### src/rtl/scram_sched.sv
// ---------------------------------------------------------------------------
// scram_sched
//   Shares one N-bit scrambler among NREQ requesters and forwards each
//   scrambled byte to the UART transmitter. Requesters are served
//   round-robin. The winner's seed and plaintext are loaded into the
//   scrambler. The block then waits for the scrambler result, hands the
//   result to the UART and acknowledges the requester.
//
// Ports
//   clk, rst       : clock (rising edge), asynchronous active-high reset
//   req_valid      : per-requester request, held until its req_ack
//   req_data/seed  : packed plaintext/seed, requester i at [i*N +: N]
//   req_ack        : one-cycle completion pulse to the granted requester
//   req_err        : qualifies req_ack; 1 = scrambler timed out, nothing sent
//   busy           : high whenever an operation is in progress
//   scr_en         : one-cycle scrambler start pulse
//   scr_seed/data  : scrambler operands, held from grant until back in IDLE
//   scr_done       : scrambler completion pulse, scr_data_out valid with it
//   tx_busy        : UART transmitter busy
//   tx_start       : one-cycle UART start pulse
//   tx_data        : registered byte to transmit
//   tx_done        : UART end-of-frame pulse
// ---------------------------------------------------------------------------
module scram_sched #(
  parameter int N       = 8,
  parameter int NREQ    = 2,
  parameter int TIMEOUT = 16
) (
  input  logic              clk,
  input  logic              rst,
  input  logic [NREQ-1:0]   req_valid,
  input  logic [NREQ*N-1:0] req_data,
  input  logic [NREQ*N-1:0] req_seed,
  output logic [NREQ-1:0]   req_ack,
  output logic              req_err,
  output logic              busy,
  output logic              scr_en,
  output logic [N-1:0]      scr_seed,
  output logic [N-1:0]      scr_data,
  input  logic              scr_done,
  input  logic [N-1:0]      scr_data_out,
  input  logic              tx_busy,
  output logic              tx_start,
  output logic [N-1:0]      tx_data,
  input  logic              tx_done
);

  localparam int PW = $clog2(NREQ);
  localparam int SW = PW + 1;

  typedef enum logic [2:0] {
    IDLE,
    LOAD,
    WAIT_SCR,
    TX_START,
    WAIT_TX,
    DONE
  } state_t;

  state_t        state_q, state_d;
  logic [PW-1:0] rr_ptr_q, rr_ptr_d;
  logic [PW-1:0] grant_q, grant_d;
  logic [7:0]    timer_q, timer_d;
  logic          err_q, err_d;
  logic [N-1:0]  scr_seed_q, scr_seed_d;
  logic [N-1:0]  scr_data_q, scr_data_d;
  logic [N-1:0]  tx_data_q, tx_data_d;

  logic          found;
  logic [SW-1:0] cand_sum;
  logic [PW-1:0] cand;

  logic [N-1:0]  data_arr [NREQ];
  logic [N-1:0]  seed_arr [NREQ];

  for (genvar gi = 0; gi < NREQ; gi++) begin : g_unpack
    assign data_arr[gi] = req_data[gi*N +: N];
    assign seed_arr[gi] = req_seed[gi*N +: N];
  end

  // Next-state logic. In IDLE the candidates are scanned starting at
  // rr_ptr and wrapping. The first valid one wins, so the requester
  // served last is considered last next time.
  always_comb begin
    state_d    = state_q;
    rr_ptr_d   = rr_ptr_q;
    grant_d    = grant_q;
    timer_d    = timer_q;
    err_d      = err_q;
    scr_seed_d = scr_seed_q;
    scr_data_d = scr_data_q;
    tx_data_d  = tx_data_q;
    found      = 1'b0;
    cand_sum   = '0;
    cand       = '0;

    case (state_q)
      IDLE: begin
        for (int k = 0; k < NREQ; k++) begin
          cand_sum = SW'(rr_ptr_q) + SW'(k);
          if (cand_sum >= SW'(NREQ)) begin
            cand_sum = cand_sum - SW'(NREQ);
          end
          cand = cand_sum[PW-1:0];
          if (!found && req_valid[cand]) begin
            found      = 1'b1;
            grant_d    = cand;
            scr_data_d = data_arr[cand];
            scr_seed_d = seed_arr[cand];
          end
        end
        if (found) begin
          state_d = LOAD;
        end
      end

      LOAD: begin
        timer_d = '0;
        state_d = WAIT_SCR;
      end

      // scr_done is tested first so that it wins over a simultaneous timeout.
      WAIT_SCR: begin
        timer_d = timer_q + 8'd1;
        if (scr_done) begin
          tx_data_d = scr_data_out;
          state_d   = TX_START;
        end else if (timer_q == 8'(TIMEOUT - 1)) begin
          err_d   = 1'b1;
          state_d = DONE;
        end
      end

      TX_START: begin
        if (!tx_busy) begin
          state_d = WAIT_TX;
        end
      end

      WAIT_TX: begin
        if (tx_done) begin
          state_d = DONE;
        end
      end

      DONE: begin
        rr_ptr_d = (grant_q == PW'(NREQ - 1)) ? '0 : grant_q + PW'(1);
        err_d    = 1'b0;
        state_d  = IDLE;
      end

      default: state_d = IDLE;
    endcase
  end

  always_ff @(posedge clk or posedge rst) begin
    if (rst) begin
      state_q    <= IDLE;
      rr_ptr_q   <= '0;
      grant_q    <= '0;
      timer_q    <= '0;
      err_q      <= 1'b0;
      scr_seed_q <= '0;
      scr_data_q <= '0;
      tx_data_q  <= '0;
    end else begin
      state_q    <= state_d;
      rr_ptr_q   <= rr_ptr_d;
      grant_q    <= grant_d;
      timer_q    <= timer_d;
      err_q      <= err_d;
      scr_seed_q <= scr_seed_d;
      scr_data_q <= scr_data_d;
      tx_data_q  <= tx_data_d;
    end
  end

  // Control outputs are decoded from the state register only. The one
  // exception is tx_start. It is gated by the live tx_busy so the pulse
  // lands in the first TX_START cycle where the UART is free. This keeps
  // the scr_en to tx_start latency at 10 cycles.
  assign busy     = (state_q != IDLE);
  assign scr_en   = (state_q == LOAD);
  assign tx_start = (state_q == TX_START) && !tx_busy;
  assign req_err  = (state_q == DONE) && err_q;
  assign scr_seed = scr_seed_q;
  assign scr_data = scr_data_q;
  assign tx_data  = tx_data_q;

  always_comb begin
    req_ack = '0;
    if (state_q == DONE) begin
      req_ack[grant_q] = 1'b1;
    end
  end

endmodule

### config.mk
export PLATFORM = sky130hd
export DESIGN_NAME = scram_sched
export DESIGN_NICKNAME = d
export VERILOG_FILES = /design/src/rtl/scram_sched.sv
export SDC_FILE = /design/constraint.sdc
export NUM_CORES = 1
export LEC_CHECK = 0
export ABC_AREA = 1
export BUFFER_PORTS_ARGS = -buffer_cell sky130_fd_sc_hd__buf_2
export CAP_MARGIN = 30
export CORE_MARGIN = 5
export CORE_UTILIZATION = 49
export DETAILED_ROUTE_END_ITERATION = 7
export PLACE_DENSITY = 0.79
export SLEW_MARGIN = 20
export SYNTH_ARGS = -nofsm -noshare
export SYNTH_HDL_FRONTEND = slang
export SYNTH_SLANG_ARGS = --single-unit
### constraint.sdc
create_clock -name clk -period 1.5 [get_ports clk]
set_input_delay 0.15 -clock clk [delete_from_list [all_inputs] [get_ports clk]]
set_output_delay 0.15 -clock clk [all_outputs]
set_load 0.02 [all_outputs]
# After elaboration in Yosys (flattened, before gate mapping)
# Cells that the tools add are included.
# Widths: inputs -> output; s select.
# totals
reg_bits	38
input_bits	47
out_inout_bits	30
# classes
n_addsub	5
magnitude_cmp	8
eq_ne	12
muxes	44
bitwise	2
n_reduce_logical	15
# op_table
op	count
$mux 8	16
$mux 1	18
$pmux 8 s2	1
$mux 3	5
$pmux 3 s5	1
$ne 2x2->1 const B	5
$add 8x1->8 const B	1
$eq 8x4->1 const B	1
$eq 3x2->1 const B	2
$eq 3x3->1 const B	2
$ge 2x2->1 const B	3
$lt 1x2->1 const B	3
$reduce_bool 2->1	3
$logic_and 1x1->1	4
$not 1->2	2
$reduce_and 2->1	2
$reduce_and 4->1	1
$eq 3x1->1 const B	1
$logic_not 3->1	1
$ne 3x3->1 const B	1
$reduce_and 3->1	1
$reduce_bool 3->1	1
$add 1x1->2 const B	1
$ge 1x2->1 const B	1
7 further kinds	9

# Logic depth before layout (Yosys ltp)
# logic_depth
ltp_word	13
mapped_depth	9

# Worst setup path after synthesis
# OpenSTA, ideal clock, no wires.
# synth_path
kind	reg2out
from	register state_q[2]
to	output tx_start
t_arrival_ps	1230
required_time_ps	1350
path_slack_ps	120
stages_incl_launch_ff	3
path_cell_list	dfrtp_1 -> buf_6 -> nor4_1
# synth_between
elab_chain_cells	2
# synth_rtl
element	line_no	source
from (decl)	60	state_t state_q, state_d;
from (signal assigned)	167	state_q <= state_d;
$eq 3x2->1	184	assign tx_start = (state_q == TX_START) && !tx_busy;
$logic_and 1x1->1	184	
to (decl)	43	output logic tx_start,
# No other way between the ends.

# Worst setup path after layout
# layout_path
from	register state_q[1]
to	output req_ack[1]
# layout_between
elab_chain_cells	2
# layout_rtl
element	line_no	source
$eq 3x3->1	192	if (state_q == DONE) begin
$mux 2	192	
to (decl)	34	output logic [NREQ-1:0] req_ack,
# No other way between the ends.

==> impl_metrics.ini <==
[outcome]
status = completed

[sta]
hold_viol_final = 0
finalCriticalPeriod_ps = 1460
setup_slack_ps = 42.4
final-setup-viol-count = 0
drv_slew = 0
clock-skew-final_ps = 8.59
rsz0062_at_grt = yes
slew_headroom_pct = 77.7
max_clock_freq_mhz = 686
worst_slew_pin_slew_ps = 333
fin_crit_sh_pct = 97.2

[cells_and_area]
nets = 412
n_fill_cell = 335
num_antenna_cells = 0
final_common_cell = buf_2
mostFrequentLayoutCells = 71 x buf_2, 67 x nand2_1, 36 x dfrtp_1, 35 x inv_1, 34 x nand3_1
area_delta_synth_final_pct = 33.6
layout-drive-gt1-share_pct = 38.2
design_area_sq_um = 2810

[synthesis]
ys_types = 25
postSynthRegisterBits = 38
syn-cell-area_sq_um = 2100
syn_avg_cell_area_sq_um = 7.71
yosys-top-cells-area = dfrtp_1 45%, nand2_1 12%, nand3_1 8.1%, inv_1 6.6%, nor2_1 5.5%
postSynthCellCount = 273
synth_nets = 321
yosys.area.top_type = dfrtp_1
yosysSeqAreaShare_pct = 45.2
yosys_warnings = 0
synth_top_cell_area_share_pct = 45.2

[cts]
cts_tree = yes
cts-root-buf = clkbuf_8
clk_pin_slew_ps = 70
htreeDepth = 2
clockBufferDepth = 2
clock_sinks = 38
cts_buffers = 5
clock_latency_ps = 290

[drt]
via_per_inst = 4.93
first_pass_iters = 4
wire_per_inst_um = 12.7
num_vias = 2041
drtIter0Drc = 130
ant_nets = 0
drc = 0
wirelength_um = 5270

[grt]
grt_pass1_wl_um = 8730
antenna_found_initial = 0
grt_overflow = 0
track_usage_pct = 20.2
grt_pass1_vias = 2005
grt_max_degree = 34

[power_and_ir_drop]
power_frac_comb_pct = 53.4
power_density_nw_per_um2 = 2020
switching_share_pct = 44.8
power.share.sequential_pct = 31.1
clkPwrFrac_pct = 15.6
internal_power_w = 0.00313
p_leak_nw = 1.55
switchingPower_w = 0.00254
ir_drop_mv = 1.12

[floorplan]
coreArea_sq_um = 4090
io_pins = 77
die_x_um = 75.5
rows = 23
dieArea_sq_um = 5710
dieHeight_um = 75.5
start_util_pct = 51.5

[worst_setup_path]
crit_arrival_ps = 1310
worstSetupPathType = reg -> out
worst_setup_path_start_kind = register
worstPathRequired_ps = 1350
worstPathMaxFanout = 4
cp-end-kind = output pin

[hold_path]
hp-class = in -> reg

[placed_design]
hpwlAfterDp_um = 3770
gp_congestion = 0.889
io_buffers = 76
place_area_sq_um = 2530
post-place-ws_ps = 67.6

[flow_run]
max-cap-violations = 0
layer usage:
metal,up-vias,share of wire (%),track usage [%]
met5,-,0,0
met4,0,1.0,6.99
met3,6,6.8,5.41
met2,64,50,33.0
met1,932,42,26.1
li1,1039,-,-
cells by family (layout without fill, tap and decap cells):
family          count (synthesis)  in the layout  synth area share (%)
fa+ha+maj                       1              1                 0.594
flops                          38             38                  45.2
simple gates                  156            156                  34.3
buf+inv                        48            139                  10.9
compound gates                 30             30                  9.04
path summary, 6_finish.rpt:
| check | slack (ps) | start | depth (start not counted) | to |
|---|---|---|---|---|
| max | 40 | state_q[1] | 6 | req_ack[1] |
| min | 80 | scr_data_out[1] | 3 | tx_data[1] |
| max reg2reg | 120 | state_q[1] | 8 | timer_q[7] |
| min reg2reg | 470 | tx_data[7] | 2 | tx_data[7] |
| max in group asynchronous | 810 | rst | 4 | state_q[2] |
| min in group asynchronous | 440 | rst | 4 | scr_data[2] |
state kept, by name (all words and copies together) (netlist names):
| name | count |
|---|---|
| scr_data | 8 |
| scr_seed | 8 |
| timer_q | 8 |
| tx_data | 8 |
| state_q | 3 |
| err_q | 1 |
| grant_q | 1 |
| rr_ptr_q | 1 |
cell type report:
class	count	area (sq um)	area share [%]
clock buffer	6	82.6	2.94
clock inverter	1	30.0	1.07
inverter	39	149	5.30
multi-input combinational	187	980	34.8
sequential	38	953	33.9
tap	50	62.6	2.23
timing repair buffer	93	554	19.7
power by group through the flow:
stage | Clock, W | Sequential [W] | Combinational, W
CTS | 0.000912 | 0.00174 | 0.00284
detailed placement | 0 | 0.00176 | 0.00268
global route | 0.000954 | 0.00182 | 0.00336
floorplan | 0 | 0.00211 | 0.00164
finish | 0.000883 | 0.00176 | 0.00302
global placement | 0 | 0.00177 | 0.00262
per-stage QoR:
stage	TNS, ps	power, W	hold slack, ps	util [%]	cells
CTS	-49.5	0.00549	77.3	66.1	410
detailed placement	0	0.00445	206	61.9	397
finish	0	0.00567	84.9	68.8	414
global route	-79.7	0.00613	88.6	68.8	414
global placement	0	0.00439	197	61.9	397
floorplan	0	0.00375	295	-	273
what timing repair did:
item                                    4_1_cts  5_1_grt
pin swaps                                     1        4
gates resized for setup                       6       24
hold endpoints to repair                     38        0
hold buffers                                  1        0
buffers inserted                              5        4
endpoints found under the setup margin        5       13
worst max-delay path: stages (launching register included):
cell and delay, ps:
dfrtp_1 390, inv_2 90, nand2_4 70, nor2_4 140
inv_4 70, nor2_4 120, buf_6 120
synth_stat cells:
master / n
nand2_1: 69
buf_6: 4
ha_1: 1
buf_4: 1
nor3_4: 1
o21ai_2: 10
nand2_4: 2
nand3_1: 34
nor2_4: 1
buf_8: 1
o21ai_1: 3
buf_2: 3
nor2_2: 1
nor2_1: 31
dfrtp_1: 38
inv_2: 2
o31ai_1: 1
nor2_8: 1
nor4_1: 1
inv_1: 37
a21oi_1: 5
o21ai_0: 11
nand2b_1: 1
nand4_1: 5
nand2_2: 9
Power figures use the tool's default switching activity.
